==> config.mk <==
export PLATFORM = sky130hd
export DESIGN_NAME = param_sync_fifo
export DESIGN_NICKNAME = d
export VERILOG_FILES = /design/src/rtl/param_sync_fifo_pkg.sv /design/src/rtl/param_sync_fifo_ram.sv /design/src/rtl/param_sync_fifo.sv
export SDC_FILE = /design/constraint.sdc
export NUM_CORES = 1
export LEC_CHECK = 0
export ABC_CLOCK_PERIOD_IN_PS = 3200
export BUFFER_PORTS_ARGS = -buffer_cell sky130_fd_sc_hd__buf_4
export CAP_MARGIN = 5
export CORE_UTILIZATION = 50
export CTS_BUF_LIST = sky130_fd_sc_hd__clkbuf_16
export CTS_CLUSTER_SIZE = 24
export DETAILED_ROUTE_END_ITERATION = 16
export GPL_TIMING_DRIVEN = 1
export PLACE_DENSITY = 0.77
export SETUP_SLACK_MARGIN = 0.3
export SLEW_MARGIN = 25
export SYNTH_ARGS = -nofsm -noshare
export SYNTH_HDL_FRONTEND = slang
export SYNTH_SLANG_ARGS = --single-unit
==> constraint.sdc <==
create_clock -name clk -period 3.2 [get_ports clk]
set_input_delay 0.16 -clock clk [delete_from_list [all_inputs] [get_ports clk]]
set_output_delay 0.16 -clock clk [all_outputs]
set_load 0.02 [all_outputs]
==> src/rtl/param_sync_fifo_pkg.sv <==
// Shared constants and sizing helpers for param_sync_fifo.
// Read-mode encodings and pointer/count width functions.
package param_sync_fifo_pkg;

  localparam int FWFT_STD = 0;
  localparam int FWFT_ON  = 1;

  // One extra MSB lets equal indices mean either full or empty.
  function automatic int ptr_w(input int depth);
    return $clog2(depth) + 1;
  endfunction

  function automatic int cnt_w(input int depth);
    return $clog2(depth) + 1;
  endfunction

endpackage

==> src/rtl/param_sync_fifo_ram.sv <==
// Simple dual-port storage: one synchronous write port and
// one combinational read port, DATA_WIDTH x DEPTH, no reset.
module sync_fifo_ram #(
  parameter int DATA_WIDTH = 8,
  parameter int DEPTH      = 8,
  parameter int AW         = $clog2(DEPTH)
) (
  input  logic                  clk,
  input  logic                  we,
  input  logic [AW-1:0]         waddr,
  input  logic [DATA_WIDTH-1:0] wdata,
  input  logic [AW-1:0]         raddr,
  output logic [DATA_WIDTH-1:0] rdata
);

  logic [DATA_WIDTH-1:0] mem [DEPTH];

  always_ff @(posedge clk) begin
    if (we) begin
      mem[waddr] <= wdata;
    end
  end

  assign rdata = mem[raddr];

endmodule

==> src/rtl/param_sync_fifo.sv <==
// Parameterised synchronous FIFO, standard or first-word-fall-through.
// Define PARAM_SYNC_FIFO_ERR_EN for sticky overflow/underflow flags.
module param_sync_fifo
  import param_sync_fifo_pkg::*;
#(
  parameter int DATA_WIDTH    = 8,
  parameter int DATA_DEPTH    = 8,
  parameter int AFULL_THRESH  = DATA_DEPTH - 2,
  parameter int AEMPTY_THRESH = 2,
  parameter int FWFT          = FWFT_STD
) (
  input  logic                           clk,
  input  logic                           rst,
  input  logic                           wr_en,
  input  logic [DATA_WIDTH-1:0]          wr_data,
  output logic                           full,
  output logic                           almost_full,
  input  logic                           rd_en,
  output logic [DATA_WIDTH-1:0]          rd_data,
  output logic                           empty,
  output logic                           almost_empty,
  output logic [cnt_w(DATA_DEPTH)-1:0]   count,
  output logic                           overflow,
  output logic                           underflow
);

  localparam int PW = ptr_w(DATA_DEPTH);
  localparam int AW = PW - 1;
  localparam int CW = cnt_w(DATA_DEPTH);

  localparam logic [CW-1:0] AF_C = CW'(AFULL_THRESH);
  localparam logic [CW-1:0] AE_C = CW'(AEMPTY_THRESH);

  logic [PW-1:0] wr_ptr;
  logic [PW-1:0] rd_ptr;
  logic [PW-1:0] wr_ptr_n;
  logic [PW-1:0] rd_ptr_n;
  logic [CW-1:0] count_n;
  logic          full_n;
  logic          empty_n;
  logic          wr_ok;
  logic          rd_ok;
  logic [DATA_WIDTH-1:0] ram_q;

  assign rd_ok = rd_en && !empty;
  assign wr_ok = wr_en && (!full || rd_ok);

  assign wr_ptr_n = wr_ptr + PW'(wr_ok);
  assign rd_ptr_n = rd_ptr + PW'(rd_ok);

  assign count_n = CW'(wr_ptr_n - rd_ptr_n);
  assign empty_n = (wr_ptr_n == rd_ptr_n);
  assign full_n  = (wr_ptr_n[AW] != rd_ptr_n[AW]) &&
                   (wr_ptr_n[AW-1:0] == rd_ptr_n[AW-1:0]);

  always_ff @(posedge clk) begin
    if (rst) begin
      wr_ptr       <= '0;
      rd_ptr       <= '0;
      count        <= '0;
      full         <= 1'b0;
      empty        <= 1'b1;
      almost_full  <= 1'b0;
      almost_empty <= 1'b1;
    end else begin
      wr_ptr       <= wr_ptr_n;
      rd_ptr       <= rd_ptr_n;
      count        <= count_n;
      full         <= full_n;
      empty        <= empty_n;
      almost_full  <= (count_n >= AF_C);
      almost_empty <= (count_n <= AE_C);
    end
  end

  sync_fifo_ram #(
    .DATA_WIDTH (DATA_WIDTH),
    .DEPTH      (DATA_DEPTH),
    .AW         (AW)
  ) u_ram (
    .clk   (clk),
    .we    (wr_ok),
    .waddr (wr_ptr[AW-1:0]),
    .wdata (wr_data),
    .raddr (rd_ptr[AW-1:0]),
    .rdata (ram_q)
  );

  generate
    if (FWFT == FWFT_ON) begin : g_fwft
      // Head is shown live; masked so an empty FIFO reads zero.
      assign rd_data = empty ? '0 : ram_q;
    end else begin : g_std
      always_ff @(posedge clk) begin
        if (rst) begin
          rd_data <= '0;
        end else if (rd_ok) begin
          rd_data <= ram_q;
        end
      end
    end
  endgenerate

`ifdef PARAM_SYNC_FIFO_ERR_EN
  always_ff @(posedge clk) begin
    if (rst) begin
      overflow  <= 1'b0;
      underflow <= 1'b0;
    end else begin
      if (wr_en && !wr_ok) begin
        overflow <= 1'b1;
      end
      if (rd_en && !rd_ok) begin
        underflow <= 1'b1;
      end
    end
  end
`else
  assign overflow  = 1'b0;
  assign underflow = 1'b0;
`endif

endmodule

# Word-level counts from Yosys, hierarchy flattened

Memories as Yosys holds them, arrays and structs flattened. A register that Yosys moved wholly into a read port is not among the register bits.
Index checks and enable logic that the tools add are counted.

Bits in registers: 16
Memory bits (writable): 64
Bits of input ports: 12
Memories: 1

Memories:

| memory    | words | width | rd ports | clocked after memory_dff | wr ports | line                      | text |
|---|---|---|---|---|---|---|---|
| u_ram.mem | 8     | 8     | 1        | 1                        | 1        | param_sync_fifo_ram.sv:16 | `logic [DATA_WIDTH-1:0] mem [DEPTH];` |

Mux-type cells: 2
$lt $le $gt $ge: 2
Reduce and logical (&&, ||, !) cells: 6
Eq/ne operators: 3
Add/sub/neg operators: 3

Operators with widths:

| kind                                                                              | count |
|---|---|
| 4-bit by 1-bit adder with 4-bit output                                            | 2 |
| 4-bit == test                                                                     | 1 |
| 4-bit by 3-bit >= comparator with 1-bit output (second input constant)            | 1 |
| 4-bit by 2-bit less-or-equal comparator with 1-bit output (second input constant) | 1 |
| 4-bit subtractor                                                                  | 1 |
| 3-bit == test                                                                     | 1 |
| 1-bit logical AND                                                                 | 3 |
| 1-bit logical NOT                                                                 | 2 |
| 1-bit 2-to-1 mux                                                                  | 2 |
| 1-bit logical OR                                                                  | 1 |
| 1-bit inequality test                                                             | 1 |

# Logic depth before layout (Yosys ltp)

Word-level depth: 7
Gate-level depth with buffers: 12

# Cells and area by module

From an unflattened synthesis, not the netlist that was laid out.

Cells, all modules: 207
Area total of the unflattened synthesis: 3,499.6 µm²

By module, submodules not included:

| module          | area an instance (µm²) | cells an instance | seq. area each (µm²) | instances |
|---|---|---|---|---|
| sync_fifo_ram   | 2,531.2                | 106               | 1,921.8              | 1 |
| param_sync_fifo | 968.4                  | 101               | 480.5                | 1 |

# Worst setup path before layout

No wires, ideal clock.

Path kind: register -> register
From: reg empty
To: reg almost_empty
Clock period less this slack: 2.470 ns
Library setup time: 0.058 ns
Arrival: 2.412 ns
Cell stages (with the launch flop): 11
Setup slack: 0.730 ns
Path through: dfxtp_1 > nor2b_1 > buf_2 > o21a_1 > ha_1 > ha_1 > fa_1 > and2b_1 > mux2_4 > a21oi_2 > o21a_1

Word-level cells in the longest chain between the ends: 7
Elaborated cells between the ends (all ways): 8
Classes of those cells: add/sub (3); order compare (1); reduce/logical (4)

Ends and longest elaborated chain:

| what                                                      | line                  | text |
|---|---|---|
| from (decl)                                               | param_sync_fifo.sv:20 | `output logic empty,` |
| from (signal assigned)                                    | param_sync_fifo.sv:70 | `empty <= empty_n;` |
| 1-bit logical NOT                                         | param_sync_fifo.sv:45 | `assign rd_ok = rd_en && !empty;` |
| 1-bit logical AND                                         | param_sync_fifo.sv:45 |  |
| 1-bit logical OR                                          | param_sync_fifo.sv:46 | `assign wr_ok = wr_en && (!full \|\| rd_ok);` |
| 1-bit logical AND                                         | param_sync_fifo.sv:46 |  |
| 4-bit by 1-bit adder with 4-bit output                    | param_sync_fifo.sv:48 | `assign wr_ptr_n = wr_ptr + PW'(wr_ok);` |
| net wr_ptr_n[1]                                           | param_sync_fifo.sv:36 | `logic [PW-1:0] wr_ptr_n;` |
| 4-bit subtractor                                          | param_sync_fifo.sv:51 | `assign count_n = CW'(wr_ptr_n - rd_ptr_n);` |
| 4-bit by 2-bit less-or-equal comparator with 1-bit output | param_sync_fifo.sv:72 | `almost_empty <= (count_n <= AE_C);` |
| to (signal assigned)                                      | param_sync_fifo.sv:72 |  |
| to (decl)                                                 | param_sync_fifo.sv:21 | `output logic almost_empty,` |

The timed path passes the listed nets, and every way through them passes these cells.
A chain may end at the register's enable or synchronous reset.

# Final worst setup path

From: reg empty
To: reg almost_full

Elaborated cells between the ends (all ways): 8
Classes of those cells: add/sub (3); order compare (1); reduce/logical (4)

RTL lines:

| what                                           | line                  | text |
|---|---|---|
| 1-bit logical NOT                              | param_sync_fifo.sv:45 |  |
| 1-bit logical AND                              | param_sync_fifo.sv:45 |  |
| 4-bit by 1-bit adder with 4-bit output         | param_sync_fifo.sv:49 | `assign rd_ptr_n = rd_ptr + PW'(rd_ok);` |
| net rd_ptr_n[1]                                | param_sync_fifo.sv:37 | `logic [PW-1:0] rd_ptr_n;` |
| 4-bit subtractor                               | param_sync_fifo.sv:51 |  |
| 4-bit by 3-bit >= comparator with 1-bit output | param_sync_fifo.sv:71 | `almost_full <= (count_n >= AF_C);` |
| to (signal assigned)                           | param_sync_fifo.sv:71 |  |
| to (decl)                                      | param_sync_fifo.sv:17 | `output logic almost_full,` |

The timed path passes the listed nets, and every way through them passes these cells.

==> metrics <==
Worst Path Required 3420 ps; Max-Cap Viols 0; Cells after Synth 200; crit path DAT 2640 ps; cts hold-fix bufs 0; Unique masters post-synth 34; post-CTS setup repair buffer count 0; Core Util, Final 0.605; CP Class register to register; number of I/O port buffers 27; gr usage total 0.185; antenna cell count 0; clk_lat worst skew 330 ps; vias 1,761; Die Wd 85.6 µm; Lkg Pwr 1.45 nW; crit path from empty$_SDFF_PP1_; CP Max Fanout 17; ANT nets after route 0; cell taking the most area after synthesis edfxtp_1; Area growth, synth to finish 17.0%; # DRC 0; Hold Path Origin wr_data[4]; Final nets 254; endpoint class of the critical path register; CTS root buffer clkbuf_16; status complete, no violations; Peak VDD IR 0.305 mV; total CTS buffers 9; HP Class primary input to register; CTS resizes 0; CTS tree done; final setup TNS 0 ps; Power Density 677 nW/µm²; first-pass GRT wire length 9430 µm; final setup violation count 0; total die area 7320 µm²; Synth area leaders edfxtp_1 (55%), dfxtp_1 (14%), mux4_2 (6.5%); RSZ-0062 raised after global routing false; Pre-antenna DRT Iters 4; skew final 7.31 ps; worst r2r src empty$_SDFF_PP1_; crit path launch type register; # IOs 30; Post-Route WL 5940 µm; Period minus WS final 2420 ps; final hold violations 0; largest net degree at the start of global routing 26; DR iter-0 viols 109; fmax 413 MHz; Final Wtd Congestion 0.812; CP Cell Sequence nor2b_1 -> buf_4 -> ha_1 -> ha_1 -> inv_1 -> ha_1 -> a21o_1 -> a21oi_1 -> xor2_1 -> o21ai_1; routed wire length per instance 18.6 µm; area of the core 6760 µm²; Via density 5.52; Worst slew margin 0.363; gr ovfl total 0; Ys Warns 0; post-synthesis sequential area ratio 0.688; detailed placer's ending HPWL 3670 µm; clock sinks 88; Multi-input gate area 995 µm²; Clock Pin Slew Worst Setup and Hold Paths 70 ps; crit-path max cell delay 320 ps; fillcell total 495; Synth top area share 0.551; worst-margin pin slew 952 ps; Worst path slowest cell dfxtp_1; row count 30; die height 85.6 µm; synthesized cell area 3490 µm²; cell mode on critical path ha_1; Yosys reg bits 88; H-tree levels 3; Final Cycle Share 0.756; sequential cell area 2400 µm²; via count of the first global-routing pass 1,811; initial antenna violation count 0; Pins Over Slew Limit 0; Starting Density 0.517; worst-case clock buffer depth 2; Mapped Avg Cell Area 17.5 µm²; share of layout cells above drive strength 1 0.268
## metrics by stage
stage | area [µm²] | hold slack, ps | setup WS [ps] | total power [mW] | instances
final | 4090 | 59.0 | 781 | 2.76 | 319
after global routing | 4090 | 48.6 | 627 | 2.88 | 319
after CTS | 4090 | 50.0 | 762 | 2.79 | 319
after detailed placement | 3760 | 400 | 788 | 1.68 | 303
after global placement | 3760 | 391 | 873 | 1.67 | 303
after floorplan | 3490 | 232 | 730 | 1.56 | 201
## sequential cells by signal (all words and copies together) (netlist names)
name	flops
u_ram.mem	64
rd_data	8
count	4
rd_ptr	4
wr_ptr	4
almost_empty	1
almost_full	1
empty	1
full	1
## cell type report
type,count,area share
inverters,5,0.00459
repair buffers,33,0.0606
clock inverters,7,0.0236
flip-flops and latches,88,0.588
multi-input cells,97,0.243
clock buffers,9,0.0551
well taps,80,0.0245
## critical path, delay by kind of cell (launching register included)
| family | cells | cell delay (ps) |
|---|---|---|
| compound gates | 3 | 440 |
| xor+xnor | 1 | 280 |
| fa+ha+maj | 3 | 700 |
| buf+inv | 2 | 360 |
| flops | 1 | 320 |
| simple gates | 1 | 190 |
## cells in the mapped netlist
cell	instances
nand4b_1	1
and2b_1	1
edfxtp_1	64
a211oi_1	8
mux2i_1	8
mux2_4	1
xnor2_4	1
nand2_1	3
nand3_1	1
o21ai_1	1
nor2b_1	4
buf_4	3
nor2_1	24
dfxtp_1	24
xor2_1	3
nand2b_1	2
mux4_1	6
o21a_1	2
buf_2	3
a21oi_2	1
fa_1	1
ha_1	7
conb_1	1
xnor2_2	3
mux4_2	10
inv_1	5
or2b_1	1
clkbuf_1	2
nand3_2	1
buf_6	3
nor3_1	2
a41o_1	1
a21o_1	1
a21oi_1	1
## path summary, 6_finish.rpt
check                           slack (ps)                        end  cells past startpoint
worst min-delay path                    60  u_ram.mem[0][4]$_DFFE_PP_                      1
worst max-delay path                   780     almost_full$_SDFF_PP0_                     10
worst min register to register         500    rd_data[6]$_SDFFE_PP0P_                      2
worst max register to register         780     almost_full$_SDFF_PP0_                     10
## power by group
group / internal [mW] / total (mW) / switching (mW)
registers: 1.29 / 1.31 / 0.0221
logic: 0.155 / 0.346 / 0.191
clock network: 0.688 / 1.11 / 0.422
## per-layer routing
metal	part of all wire	track usage	wire (µm)
met4	0.0072	0.0712	43
met1	0.43	0.227	2560
met2	0.50	0.305	3000
met3	0.057	0.0635	337
met5	0	0	0
## placed cells by master (no fill, tap or decap), types with 3 or more instances in the layout
cell       count
buf_4         33
edfxtp_1      64
a211oi_1       8
nand2_1        3
mux2i_1        8
nor2b_1        4
mux4_2        10
clkbuf_16      9
nor2_1        24
xnor2_2        3
ha_1           7
inv_1          6
mux4_1         6
xor2_1         3
dfxtp_1       24
## logic make-up after synthesis
family                   Yosys count  synth area share
other                              1           0.00107
AO/OA/AOI/OAI                     15            0.0319
multiplexers                      25             0.137
XOR/XNOR                           7            0.0294
flip-flops                        88             0.688
adder cells (fa/ha/maj)            8            0.0308
buffers and inverters             16            0.0280
AND/OR/NAND/NOR                   40            0.0538
Note: power is estimated with default switching activity, not from simulation.
